==> src/rtl/delay_line_scheduler_if.sv <==
// delay_line_scheduler_if: port bundle between the scheduler and its shared block RAM.
interface delay_line_scheduler_if #(
    parameter int ADDR_BITS   = 8,
    parameter int SAMPLE_BITS = 12
);
    logic [ADDR_BITS-1:0]   waddr;
    logic [SAMPLE_BITS-1:0] wdata;
    logic                   we;
    logic [ADDR_BITS-1:0]   raddr;
    logic                   re;
    logic [SAMPLE_BITS-1:0] rdata;

    modport master (output waddr, wdata, we, raddr, re, input rdata);
    modport slave  (input waddr, wdata, we, raddr, re, output rdata);
endinterface

==> src/rtl/delay_line_scheduler.sv <==
// delay_line_scheduler: shares one block RAM between per-channel delay lines, one write and tap read per channel per tick.
// Defining DELAY_SCHED_MIX_EN outputs (dry + delayed) / 2 instead of the raw delayed tap.
module delay_line_scheduler #(
    parameter int NUM_CHANNELS = 2,
    parameter int CH_BITS      = 1,
    parameter int ADDR_BITS    = 8,
    parameter int SAMPLE_BITS  = 12
) (
    input  logic                                          clk,
    input  logic                                          rst_n,
    input  logic                                          sample_tick,
    input  logic [NUM_CHANNELS*SAMPLE_BITS-1:0]           din,
    input  logic [NUM_CHANNELS*(ADDR_BITS-CH_BITS)-1:0]   tap,
    output logic [NUM_CHANNELS*SAMPLE_BITS-1:0]           dout,
    output logic                                          done,
    output logic                                          busy,
    output logic                                          overrun,
    delay_line_scheduler_if.master                        ram
);
    localparam int P_BITS = ADDR_BITS - CH_BITS;

    typedef enum logic [1:0] {IDLE, ISSUE, CAPTURE, DONE} state_t;

    state_t                         state;
    logic [CH_BITS-1:0]             ch, nch;
    logic [P_BITS-1:0]              wptr, itap;
    logic                           filled;
    logic signed [SAMPLE_BITS-1:0]  din_snap [NUM_CHANNELS];
    logic [P_BITS-1:0]              tap_snap [NUM_CHANNELS];
    logic signed [SAMPLE_BITS-1:0]  shadow   [NUM_CHANNELS];
    logic signed [SAMPLE_BITS-1:0]  sel      [NUM_CHANNELS];
    logic signed [SAMPLE_BITS-1:0]  nxt_out  [NUM_CHANNELS];
    logic signed [SAMPLE_BITS-1:0]  cap, idin;
`ifdef DELAY_SCHED_MIX_EN
    logic signed [SAMPLE_BITS:0]    sum      [NUM_CHANNELS];
`endif

    // Issue operands: channel 0 straight from the ports on the tick, later channels from the snapshot.
    always_comb begin
        nch  = state == IDLE ? '0 : ch + CH_BITS'(1);
        idin = state == IDLE ? din[0 +: SAMPLE_BITS] : din_snap[nch];
        itap = state == IDLE ? tap[0 +: P_BITS] : tap_snap[nch];
        cap  = tap_snap[ch] == '0 ? din_snap[ch] :
               (!filled && tap_snap[ch] > wptr) ? '0 : ram.rdata;
        for (int c = 0; c < NUM_CHANNELS; c++) begin
            sel[c] = c == NUM_CHANNELS - 1 ? cap : shadow[c];
`ifdef DELAY_SCHED_MIX_EN
            sum[c]     = {sel[c][SAMPLE_BITS-1], sel[c]} + {din_snap[c][SAMPLE_BITS-1], din_snap[c]};
            nxt_out[c] = sum[c][SAMPLE_BITS:1];
`else
            nxt_out[c] = sel[c];
`endif
        end
    end

    always_ff @(posedge clk or negedge rst_n) begin
        if (!rst_n) begin
            state     <= IDLE;
            ch        <= '0;
            wptr      <= '0;
            filled    <= 1'b0;
            dout      <= '0;
            done      <= 1'b0;
            busy      <= 1'b0;
            overrun   <= 1'b0;
            ram.waddr <= '0;
            ram.wdata <= '0;
            ram.we    <= 1'b0;
            ram.raddr <= '0;
            ram.re    <= 1'b0;
            for (int c = 0; c < NUM_CHANNELS; c++) begin
                din_snap[c] <= '0;
                tap_snap[c] <= '0;
                shadow[c]   <= '0;
            end
        end else begin
            done   <= 1'b0;
            ram.we <= 1'b0;
            ram.re <= 1'b0;
            if (sample_tick && state != IDLE)
                overrun <= 1'b1;
            case (state)
                IDLE: if (sample_tick) begin
                    for (int c = 0; c < NUM_CHANNELS; c++) begin
                        din_snap[c] <= din[c*SAMPLE_BITS +: SAMPLE_BITS];
                        tap_snap[c] <= tap[c*P_BITS +: P_BITS];
                    end
                    ch        <= nch;
                    busy      <= 1'b1;
                    ram.we    <= 1'b1;
                    ram.re    <= 1'b1;
                    ram.waddr <= {nch, wptr};
                    ram.wdata <= idin;
                    ram.raddr <= {nch, wptr - itap};
                    state     <= ISSUE;
                end
                ISSUE: state <= CAPTURE;
                CAPTURE: begin
                    shadow[ch] <= cap;
                    if (ch == CH_BITS'(NUM_CHANNELS - 1)) begin
                        for (int c = 0; c < NUM_CHANNELS; c++)
                            dout[c*SAMPLE_BITS +: SAMPLE_BITS] <= nxt_out[c];
                        done  <= 1'b1;
                        state <= DONE;
                    end else begin
                        ch        <= nch;
                        ram.we    <= 1'b1;
                        ram.re    <= 1'b1;
                        ram.waddr <= {nch, wptr};
                        ram.wdata <= idin;
                        ram.raddr <= {nch, wptr - itap};
                        state     <= ISSUE;
                    end
                end
                DONE: begin
                    wptr  <= wptr + P_BITS'(1);
                    if (&wptr)
                        filled <= 1'b1;
                    busy  <= 1'b0;
                    state <= IDLE;
                end
            endcase
        end
    end
endmodule

==> src/flat_wrapper.sv <==
// flat-port wrapper written by rule: the top's interface ports become plain ports
module delay_line_scheduler_flat 
#(
    parameter int NUM_CHANNELS = 2,
    parameter int CH_BITS      = 1,
    parameter int ADDR_BITS    = 8,
    parameter int SAMPLE_BITS  = 12
)
  (clk, rst_n, sample_tick, din, tap, dout, done, busy, overrun, ram_waddr, ram_wdata, ram_we, ram_raddr, ram_re, ram_rdata);
  delay_line_scheduler_if #(.ADDR_BITS(ADDR_BITS), .SAMPLE_BITS(SAMPLE_BITS)) ram_i ();
  input  logic clk;
  input  logic rst_n;
  input  logic sample_tick;
  input  logic [NUM_CHANNELS*SAMPLE_BITS-1:0] din;
  input  logic [NUM_CHANNELS*(ADDR_BITS-CH_BITS)-1:0] tap;
  output logic [NUM_CHANNELS*SAMPLE_BITS-1:0] dout;
  output logic done;
  output logic busy;
  output logic overrun;
  output wire logic [$bits(ram_i.waddr)-1:0] ram_waddr;
  output wire logic [$bits(ram_i.wdata)-1:0] ram_wdata;
  output wire logic [$bits(ram_i.we)-1:0] ram_we;
  output wire logic [$bits(ram_i.raddr)-1:0] ram_raddr;
  output wire logic [$bits(ram_i.re)-1:0] ram_re;
  input wire logic [$bits(ram_i.rdata)-1:0] ram_rdata;
  assign ram_waddr = ram_i.waddr;
  assign ram_wdata = ram_i.wdata;
  assign ram_we = ram_i.we;
  assign ram_raddr = ram_i.raddr;
  assign ram_re = ram_i.re;
  assign ram_i.rdata = ram_rdata;
  delay_line_scheduler #(.NUM_CHANNELS(NUM_CHANNELS), .CH_BITS(CH_BITS), .ADDR_BITS(ADDR_BITS), .SAMPLE_BITS(SAMPLE_BITS)) u_core (.clk(clk), .rst_n(rst_n), .sample_tick(sample_tick), .din(din), .tap(tap), .dout(dout), .done(done), .busy(busy), .overrun(overrun), .ram(ram_i));
endmodule
==> config.mk <==
export PLATFORM = sky130hd
export DESIGN_NAME = delay_line_scheduler_flat
export DESIGN_NICKNAME = d
export VERILOG_FILES = /design/src/rtl/delay_line_scheduler_if.sv /design/src/rtl/delay_line_scheduler.sv /design/src/flat_wrapper.sv
export SDC_FILE = /design/constraint.sdc
export NUM_CORES = 1
export LEC_CHECK = 0
export ABC_AREA = 1
export CAP_MARGIN = 20
export CORE_MARGIN = 4
export CORE_UTILIZATION = 60
export CTS_CLUSTER_SIZE = 14
export DETAILED_ROUTE_END_ITERATION = 8
export DONT_BUFFER_PORTS = 1
export PLACE_DENSITY = 0.76
export SYNTH_ARGS = -nofsm -noshare
export SYNTH_HDL_FRONTEND = slang
export SYNTH_SLANG_ARGS = --single-unit
==> constraint.sdc <==
create_clock -name clk -period 3.7 [get_ports clk]
set_input_delay 0.185 -clock clk [delete_from_list [all_inputs] [get_ports clk]]
set_output_delay 0.185 -clock clk [all_outputs]
set_load 0.02 [all_outputs]
==> run metrics, run 1 <==
first-pass GRT wire length=24.60 mm; Worst path max stage delay=0.83 ns; routed wire length on met3=1.072 mm; count of cells resized by post-cts repair=0; start of the worst register-to-register path=u_core.ch; I/O pins=110; count of input and output buffers=0; worst-case hold path end point=u_core.ram.raddr[6]; sum of negative setup slack=0 ns; die span in x=106.2 um; number of maximum-capacitance violations=0; sequential-to-total area share from yosys stat=50.13%; relative slew slack=48.96%; average footprint of a synthesized cell=8.133 um2; # DRC=0; Crit Path Max Fanout=35; buffer levels on the longest clock path=2; CP Data Required Time=4.14 ns; first-pass detailed-route iteration total=5; master of the slowest instance on the critical path=sky130_fd_sc_hd__dfrtp_1; layout cell share with drive strength beyond 1=9.804%; outcome=completed; # setup viols final=0; final weighted congestion in routability-driven placement=0.8499; final layout net count=820; Util after Layout=74.54%; wire length on met1=6.353 mm; final critical-path share of the clock period=74.72%; Hold Vio Cnt, Final=0; Netlist Area Pre-Place=5791 um2; Vias=4954; clock tree from TritonCTS=built; Static Leak=3.540 nW; vias per cell=5.541; drt total wl=14.83 mm; top cell type's share of synthesized area=50.13%; Post-Route Skew=0.009463 ns; time the worst path needs with I/O delays and setup=2.765 ns; global route overflow=0; Warnings, synthesis=0; actual slew at the worst max-slew pin=0.7656 ns; clock sinks=116; maximum number of pins on one net before global-route repair=117; initial core utilization=62.08%; insertion delay to the later sink of the worst-skew pair=0.52 ns; Critical Setup Path Class=flip-flop to flip-flop; net count after synthesis=780; worst min-delay path class=input pin to flip-flop; cell-by-cell listing of the critical path=inv_8 > o21ai_2 > ha_1 > nand2_1 > nand2_1 > a21oi_1 > nand2_1 > nand2_1 > nand3_2 > nand2_2 > nand2_1 > nand2_1; uppermost signal routing layer after detailed routing=met4; Inserted Diodes=0; Worst R2R End=u_core.dout[16]; Worst VDD drop=0.0006018 V; library cell appearing most often on the critical path=sky130_fd_sc_hd__nand2_1; CTS HTree Levels=4; FF-to-FF path depth=12; setup repair after global routing missed its margin=false; cells taking the most area after synthesis=sky130_fd_sc_hd__dfrtp_1 (50%), sky130_fd_sc_hd__nand2_1 (17%), sky130_fd_sc_hd__o21ai_0 (6.7%), sky130_fd_sc_hd__inv_1 (4.6%), sky130_fd_sc_hd__nand3_1 (3.1%); via count of the first global-routing pass=4911; critical path launch point type=flip-flop; total power density per cell area=1002 nW/um2; Critical path buffers and inverters=1; routed wl met2=7.153 mm; routed len/inst=16.59 um; critical hold path startpoint=tap[6]; final count of pins violating max slew=0; antenna violations before repair=0; worst-case register-to-register setup slack=0.94 ns; clock slew at reported path FFs=0.06 ns; die extent in y=106.2 um; Crit path max-delay family=simple AND/OR/NAND/NOR gates; data arrival time at the worst-slack endpoint=3.21 ns; area of the core=9328 um2; maximum frequency from static timing analysis=0.3617 GHz; post-synthesis cell type with the largest combined area=sky130_fd_sc_hd__dfrtp_1; Root Buffer=sky130_fd_sc_hd__clkbuf_8; all-layer global routing usage=27.67%; post-synthesis sequential element count=116; Unique masters post-synth=32; number of DRC markers after the initial detailed-route iteration=390; die area=11290 um2; CTS Buf Count=17; hold depth=5; signed area change from the synthesized netlist to the final layout=20.07%; gate count after technology mapping=712; count of standard-cell rows=35; endpoint class of the critical path=flip-flop; count of nets left with antenna violations after detail routing=0; DP Wirelength=9.179 mm
[flip-flops by register name (all words and copies together), names as in the netlist, 7 cells and up]
signal	count
u_core.ram.raddr	7
u_core.ram.waddr	8
u_core.dout	24
u_core.tap_snap	14
u_core.ram.wdata	12
u_core.din_snap	24
u_core.wptr	7
u_core.nxt_out	12
[what timing repair did]
action                    4_1_cts  5_1_grt
buffers inserted                0        0
hold endpoints to repair      191        0
hold buffers                   53        0
[per-layer routing]
layer / track usage, % / vias to the layer above
met5: 0 / -
met4: 9.251 / 0
met3: 6.011 / 27
met2: 44.62 / 206
met1: 37.32 / 2383
li1: - / 2338
[cells by family after synthesis]
logic type	Yosys count	synth area share [%]
AOI/OAI and AO/OA	115	10.76
xor gates and xnor gates	8	1.210
adders and majority gates	15	3.371
buffers and inverters	110	8.405
DFF	116	50.13
muxes	1	0.1945
and+or+nand+nor	347	25.93
[final cells by class]
class | instances | area (um2)
clock buffers | 18 | 417.9
clock inverters | 14 | 202.7
fillers | 682 | 2375
inverters | 73 | 281.5
multi-input cells | 486 | 2401
flip-flops and latches | 116 | 2903
well taps | 129 | 161.4
repair buffers | 58 | 585.6
[placed cells by master, fill, tap and decap left out, types with 16 or more instances in the layout]
cell,n
sky130_fd_sc_hd__o21ai_0,77
sky130_fd_sc_hd__nand3_1,36
sky130_fd_sc_hd__dfrtp_1,116
sky130_fd_sc_hd__clkbuf_16,16
sky130_fd_sc_hd__dlygate4sd3_1,52
sky130_fd_sc_hd__a21oi_1,20
sky130_fd_sc_hd__inv_1,71
sky130_fd_sc_hd__nor2_1,16
sky130_fd_sc_hd__nand2_2,17
sky130_fd_sc_hd__nand2_1,255
[how the worst max path moves through the flow]
stage,start,endpoint,slack (ns),cells past startpoint
after floorplan,u_core.ch,u_core.ram.raddr[4],1.31,11
after global placement,u_core.ch,u_core.nxt_out[23],1.13,12
after detailed placement,u_core.ch,u_core.nxt_out[23],1.03,12
after CTS,u_core.ch,u_core.dout[16],0.94,12
after global routing,u_core.ch,u_core.dout[16],0.67,12
final,u_core.ch,u_core.dout[16],0.94,12
[cell usage after synthesis (all sizes together)]
cell / instances
a21o: 1
a21oi: 20
a31o: 1
buf: 22
clkbuf: 15
dfrtp: 116
fa: 1
ha: 14
inv: 73
mux2: 1
nand2: 273
nand3: 46
nand4: 3
nor2: 20
nor3: 3
nor4: 1
o211ai: 14
o21ai: 78
o21bai: 1
or2: 1
xor2: 8
[stage by stage]
stage                     setup slack [ns]  power [mW]  cell area (um2)  hold slack, ns  instances
final                               0.9355       6.969             6953          0.1356        894
after global routing                0.6670       7.490             6953          0.1533        894
after CTS                           0.9396       6.950             6953          0.1156        894
after detailed placement             1.028       5.110             5784         -0.1081        809
after global placement               1.128       4.992             5784         -0.1081        809
after floorplan                      1.308       4.563             5791         -0.1106        712
[where the power goes]
part / switching (mW) / internal [mW] / total, mW
combinational: 1.84 / 0.903 / 2.74
sequential: 0.711 / 1.81 / 2.53
clock: 0.602 / 1.10 / 1.70
total: 3.15 / 3.82 / 6.97
[worst reg2reg max path, cell delays in order (launching register included)]
cell                      delay, ns
sky130_fd_sc_hd__dfrtp_1       0.83
sky130_fd_sc_hd__inv_8         0.19
sky130_fd_sc_hd__o21ai_2       0.26
sky130_fd_sc_hd__ha_1          0.28
sky130_fd_sc_hd__nand2_1       0.07
sky130_fd_sc_hd__nand2_1       0.04
sky130_fd_sc_hd__a21oi_1       0.11
sky130_fd_sc_hd__nand2_1       0.06
sky130_fd_sc_hd__nand2_1       0.43
sky130_fd_sc_hd__nand3_2       0.13
sky130_fd_sc_hd__nand2_2       0.11
sky130_fd_sc_hd__nand2_1       0.07
sky130_fd_sc_hd__nand2_1       0.09
Power figures use the tool's default switching activity.
==> inputs of run 2 (changes only) <==
--- a/config.mk
+++ b/config.mk
@@ -5,7 +5,7 @@
 export SDC_FILE = /design/constraint.sdc
 export NUM_CORES = 1
 export LEC_CHECK = 0
-export ABC_AREA = 1
+export ABC_AREA = 0
 export CAP_MARGIN = 20
 export CORE_MARGIN = 4
 export CORE_UTILIZATION = 60
==> constraint.sdc (replaced) <==
create_clock -name clk -period 2.88 [get_ports clk]
set_input_delay 0.144 -clock clk [delete_from_list [all_inputs] [get_ports clk]]
set_output_delay 0.144 -clock clk [all_outputs]
set_load 0.02 [all_outputs]
==> run 2 against run 1 <==
Worst hold slack got worse by 0.059 ns. Total power increased by 34%. First-iteration DRC count decreased by 68%. Area after synthesis decreased by 4.5%. Routed wire length decreased by 12%. Critical endpoint is now u_core.ram.raddr[6]. Final cell count decreased by 26%. Maximum frequency increased by 4.6%. Highest routed layer unchanged. Largest power group unchanged. Clock-buffer cell count unchanged. Die area decreased by 4.2%. Largest cell class unchanged. Final area decreased by 2.3%.
==> run metrics, run 2 <==
die area=10820 um2 (was 11290 um2); Netlist Area Pre-Place=5529 um2 (was 5791 um2); die extent in y=104.0 um (was 106.2 um); I/O pins=110 (unchanged); insertion delay to the later sink of the worst-skew pair=0.51 ns (was 0.52 ns); vias per cell=5.961 (was 5.541); Top Registers=u_core.din_snap (24), u_core.dout (24), u_core.tap_snap (14) (unchanged); die span in x=104.0 um (was 106.2 um); number of DRC markers after the initial detailed-route iteration=123 (was 390); number of maximum-capacitance violations=0 (unchanged); average footprint of a synthesized cell=11.24 um2 (was 8.133 um2); Root Buffer=sky130_fd_sc_hd__clkbuf_8 (unchanged); drt total wl=13.01 mm (was 14.83 mm); count of nets left with antenna violations after detail routing=0 (unchanged); count of standard-cell rows=34 (was 35); count leader, synth=sky130_fd_sc_hd__dfrtp_1 (was sky130_fd_sc_hd__nand2_1); clock slew at reported path FFs=0.06 ns (about the same); Crit Path Max Fanout=26 (was 35); count of input and output buffers=0 (unchanged); Hold Vio Cnt, Final=0 (unchanged); critical path launch point type=flip-flop (unchanged); all-layer global routing usage=24.57% (was 27.67%); # DRC=0 (unchanged); final count of pins violating max slew=0 (unchanged); antenna violations before repair=0 (unchanged); first-pass detailed-route iteration total=4 (was 5); maximum frequency from static timing analysis=0.3785 GHz (was 0.3617 GHz); Inserted Diodes=0 (unchanged); number of enable-type register cells in the synthesized netlist=0 (unchanged); routed len/inst=19.69 um (was 16.59 um); top cell type's share of synthesized area=52.50% (was 50.13%); buffer levels on the longest clock path=2 (unchanged); placed instance count=576 (was 809); CTS Buf Count=17 (unchanged); Pwr Total=9.338 mW (was 6.969 mW); endpoint class of the critical path=flip-flop (unchanged); post-synthesis cell type with the largest combined area=sky130_fd_sc_hd__dfrtp_1 (unchanged); Unique masters post-synth=44 (was 32); gate count after technology mapping=492 (was 712); FF-to-FF path depth=10 (was 12); Static Leak=2.927 nW (was 3.540 nW); CTS HTree Levels=4 (unchanged); Worst VDD drop=0.0007271 V (was 0.0006018 V); clock tree from TritonCTS=built (unchanged); net count after synthesis=560 (was 780); setup repair after global routing missed its margin=false (unchanged); maximum number of pins on one net before global-route repair=117 (unchanged); worst-case register-to-register setup slack=0.24 ns (was 0.94 ns); CP Data Required Time=3.24 ns (was 4.14 ns); DP Wirelength=8.162 mm (was 9.179 mm); # setup viols final=0 (unchanged); start of the worst register-to-register path=u_core.state[0] (was u_core.ch); relative slew slack=27.92% (was 48.96%); Vias=3940 (was 4954); time the worst path needs with I/O delays and setup=2.642 ns (was 2.765 ns); signed area change from the synthesized netlist to the final layout=22.83% (was 20.07%); Worst R2R End=u_core.ram.raddr[6] (was u_core.dout[16]); cell types with the highest counts after synthesis=sky130_fd_sc_hd__dfrtp_1 (116), sky130_fd_sc_hd__mux2_2 (69), sky130_fd_sc_hd__nor2_1 (47) (was sky130_fd_sc_hd__nand2_1 (255), sky130_fd_sc_hd__dfrtp_1 (116), sky130_fd_sc_hd__o21ai_0 (77)); launch point of the worst path=u_core.state[0] (was u_core.ch); sum of negative setup slack=0 ns (unchanged); Top FF cell, synth=sky130_fd_sc_hd__dfrtp_1 (unchanged); clock sinks=116 (unchanged); Critical Setup Path Class=flip-flop to flip-flop (unchanged); area of the core=8848 um2 (was 9328 um2); outcome=completed (unchanged); via count of the first global-routing pass=4060 (was 4911); final weighted congestion in routability-driven placement=0.8663 (was 0.8499); actual slew at the worst max-slew pin=1.081 ns (was 0.7656 ns); worst-case hold slack=0.07702 ns (was 0.1356 ns); first-pass GRT wire length=21.16 mm (was 24.60 mm); worst min-delay path class=input pin to flip-flop (unchanged); commonest cells after routing, fill and taps aside=sky130_fd_sc_hd__dfrtp_1 (115), sky130_fd_sc_hd__mux2_2 (69), sky130_fd_sc_hd__dlygate4sd3_1 (52), sky130_fd_sc_hd__nor2_1 (46), sky130_fd_sc_hd__nand2_1 (44) (was sky130_fd_sc_hd__nand2_1 (255), sky130_fd_sc_hd__dfrtp_1 (116), sky130_fd_sc_hd__o21ai_0 (77), sky130_fd_sc_hd__inv_1 (71), sky130_fd_sc_hd__dlygate4sd3_1 (52)); Post-Route Skew=0.008602 ns (was 0.009463 ns); cells taking the most area after synthesis=sky130_fd_sc_hd__dfrtp_1 (53%), sky130_fd_sc_hd__mux2_2 (14%), sky130_fd_sc_hd__mux2i_1 (3.6%), sky130_fd_sc_hd__nor2_1 (3.2%), sky130_fd_sc_hd__ha_1 (3.2%) (was sky130_fd_sc_hd__dfrtp_1 (50%), sky130_fd_sc_hd__nand2_1 (17%), sky130_fd_sc_hd__o21ai_0 (6.7%), sky130_fd_sc_hd__inv_1 (4.6%), sky130_fd_sc_hd__nand3_1 (3.1%)); final worst-path setup slack=0.2379 ns (was 0.9355 ns); most common cell after layout, fill and taps aside=sky130_fd_sc_hd__dfrtp_1 (was sky130_fd_sc_hd__nand2_1); Worst Setup Slack post-DPL=0.3342 ns (was 1.028 ns); final critical-path share of the clock period=91.74% (was 74.72%); end point of the critical path=u_core.ram.raddr[6] (was u_core.dout[16]); Post-Layout Cell Count=661 (was 894); total power density per cell area=1375 nW/um2 (was 1002 nW/um2); global route overflow=0 (unchanged); Warnings, synthesis=0 (unchanged); proportion of register bits with asynchronous set or reset after synthesis=100.0% (unchanged); initial core utilization=62.49% (was 62.08%); data arrival time at the worst-slack endpoint=3.01 ns (was 3.21 ns); sequential-to-total area share from yosys stat=52.50% (was 50.13%); count of buffers added by post-CTS timing repair for setup=0 (unchanged); layout cell share with drive strength beyond 1=23.87% (was 9.804%); post-synthesis sequential element count=116 (unchanged); final layout net count=608 (was 820)
## run 2: layer usage
layer	wire [um]	vias up	GRT usage, %
met2	6069	132	37.42
met4	210	0	7.787
met5	0	-	0
met1	5779	1963	32.58
met3	954	19	9.497
li1	-	1826	-
## run 2: cells by family after synthesis
kind of cell               synth area share [%]
adders and majority gates                 3.530
xor gates and xnor gates                  1.742
buffers and inverters                     3.462
AOI/OAI and AO/OA                         9.278
and+or+nand+nor                           11.27
muxes                                     18.22
DFF                                       52.50
## run 2: worst min-delay path by stage
| stage | endpoint | slack (ns) | cells past startpoint | from |
|---|---|---|---|---|
| 2_1_floorplan | u_core.busy | -0.15 | 0 | rst_n |
| 3_5_place_dp | u_core.ram.waddr[2] | -0.15 | 0 | rst_n |
| 3_3_place_gp | u_core.ram.waddr[2] | -0.15 | 0 | rst_n |
| 4_1_cts | u_core.ram.raddr[0] | 0.06 | 4 | tap[0] |
| 5_1_grt | u_core.ram.raddr[0] | 0.1 | 4 | tap[0] |
| 6_report | u_core.ram.raddr[0] | 0.08 | 4 | tap[0] |
## run 2: timing repair
item / CTS / global route
gates resized for setup: 0 / 0
hold buffers: 53 / 0
endpoints found under the hold margin: 208 / 0
## run 2: through the flow
stage | area [um2] | util, %
floorplan | 5529 | -
global placement | 5613 | 63.43
detailed placement | 5613 | 63.43
CTS | 6792 | 76.75
global route | 6792 | 76.75
finish | 6792 | 76.75
## run 2: worst max-delay path, cell delays in order, from the launching register on
cell and delay [ns]:
sky130_fd_sc_hd__dfrtp_1 0.50, sky130_fd_sc_hd__nor2_2 0.22, sky130_fd_sc_hd__buf_4 0.32, sky130_fd_sc_hd__nor2_1 0.10
sky130_fd_sc_hd__a21oi_1 0.27, sky130_fd_sc_hd__ha_1 0.35, sky130_fd_sc_hd__nor2b_1 0.17, sky130_fd_sc_hd__o2111ai_1 0.18
sky130_fd_sc_hd__nand4b_1 0.14, sky130_fd_sc_hd__xnor2_1 0.16, sky130_fd_sc_hd__o21ai_0 0.08
## run 2: final cells by class
type                       count  area, um2
fill                         553       2057
tap                          108      135.1
clock inverter                14      202.7
clock buffer                  18      427.9
inverter                      11      41.29
multi-input combinational    333       2460
sequential                   116       2904
timing repair buffer          61      620.6
## run 2: power by group
group          switching, mW  leakage (nW)  internal (mW)  total [mW]
clock                  0.785         0.299           1.44        2.22
combinational           1.87          1.24           1.70        3.57
sequential              1.12          1.39           2.42        3.54
total                   3.78          2.93           5.56        9.34
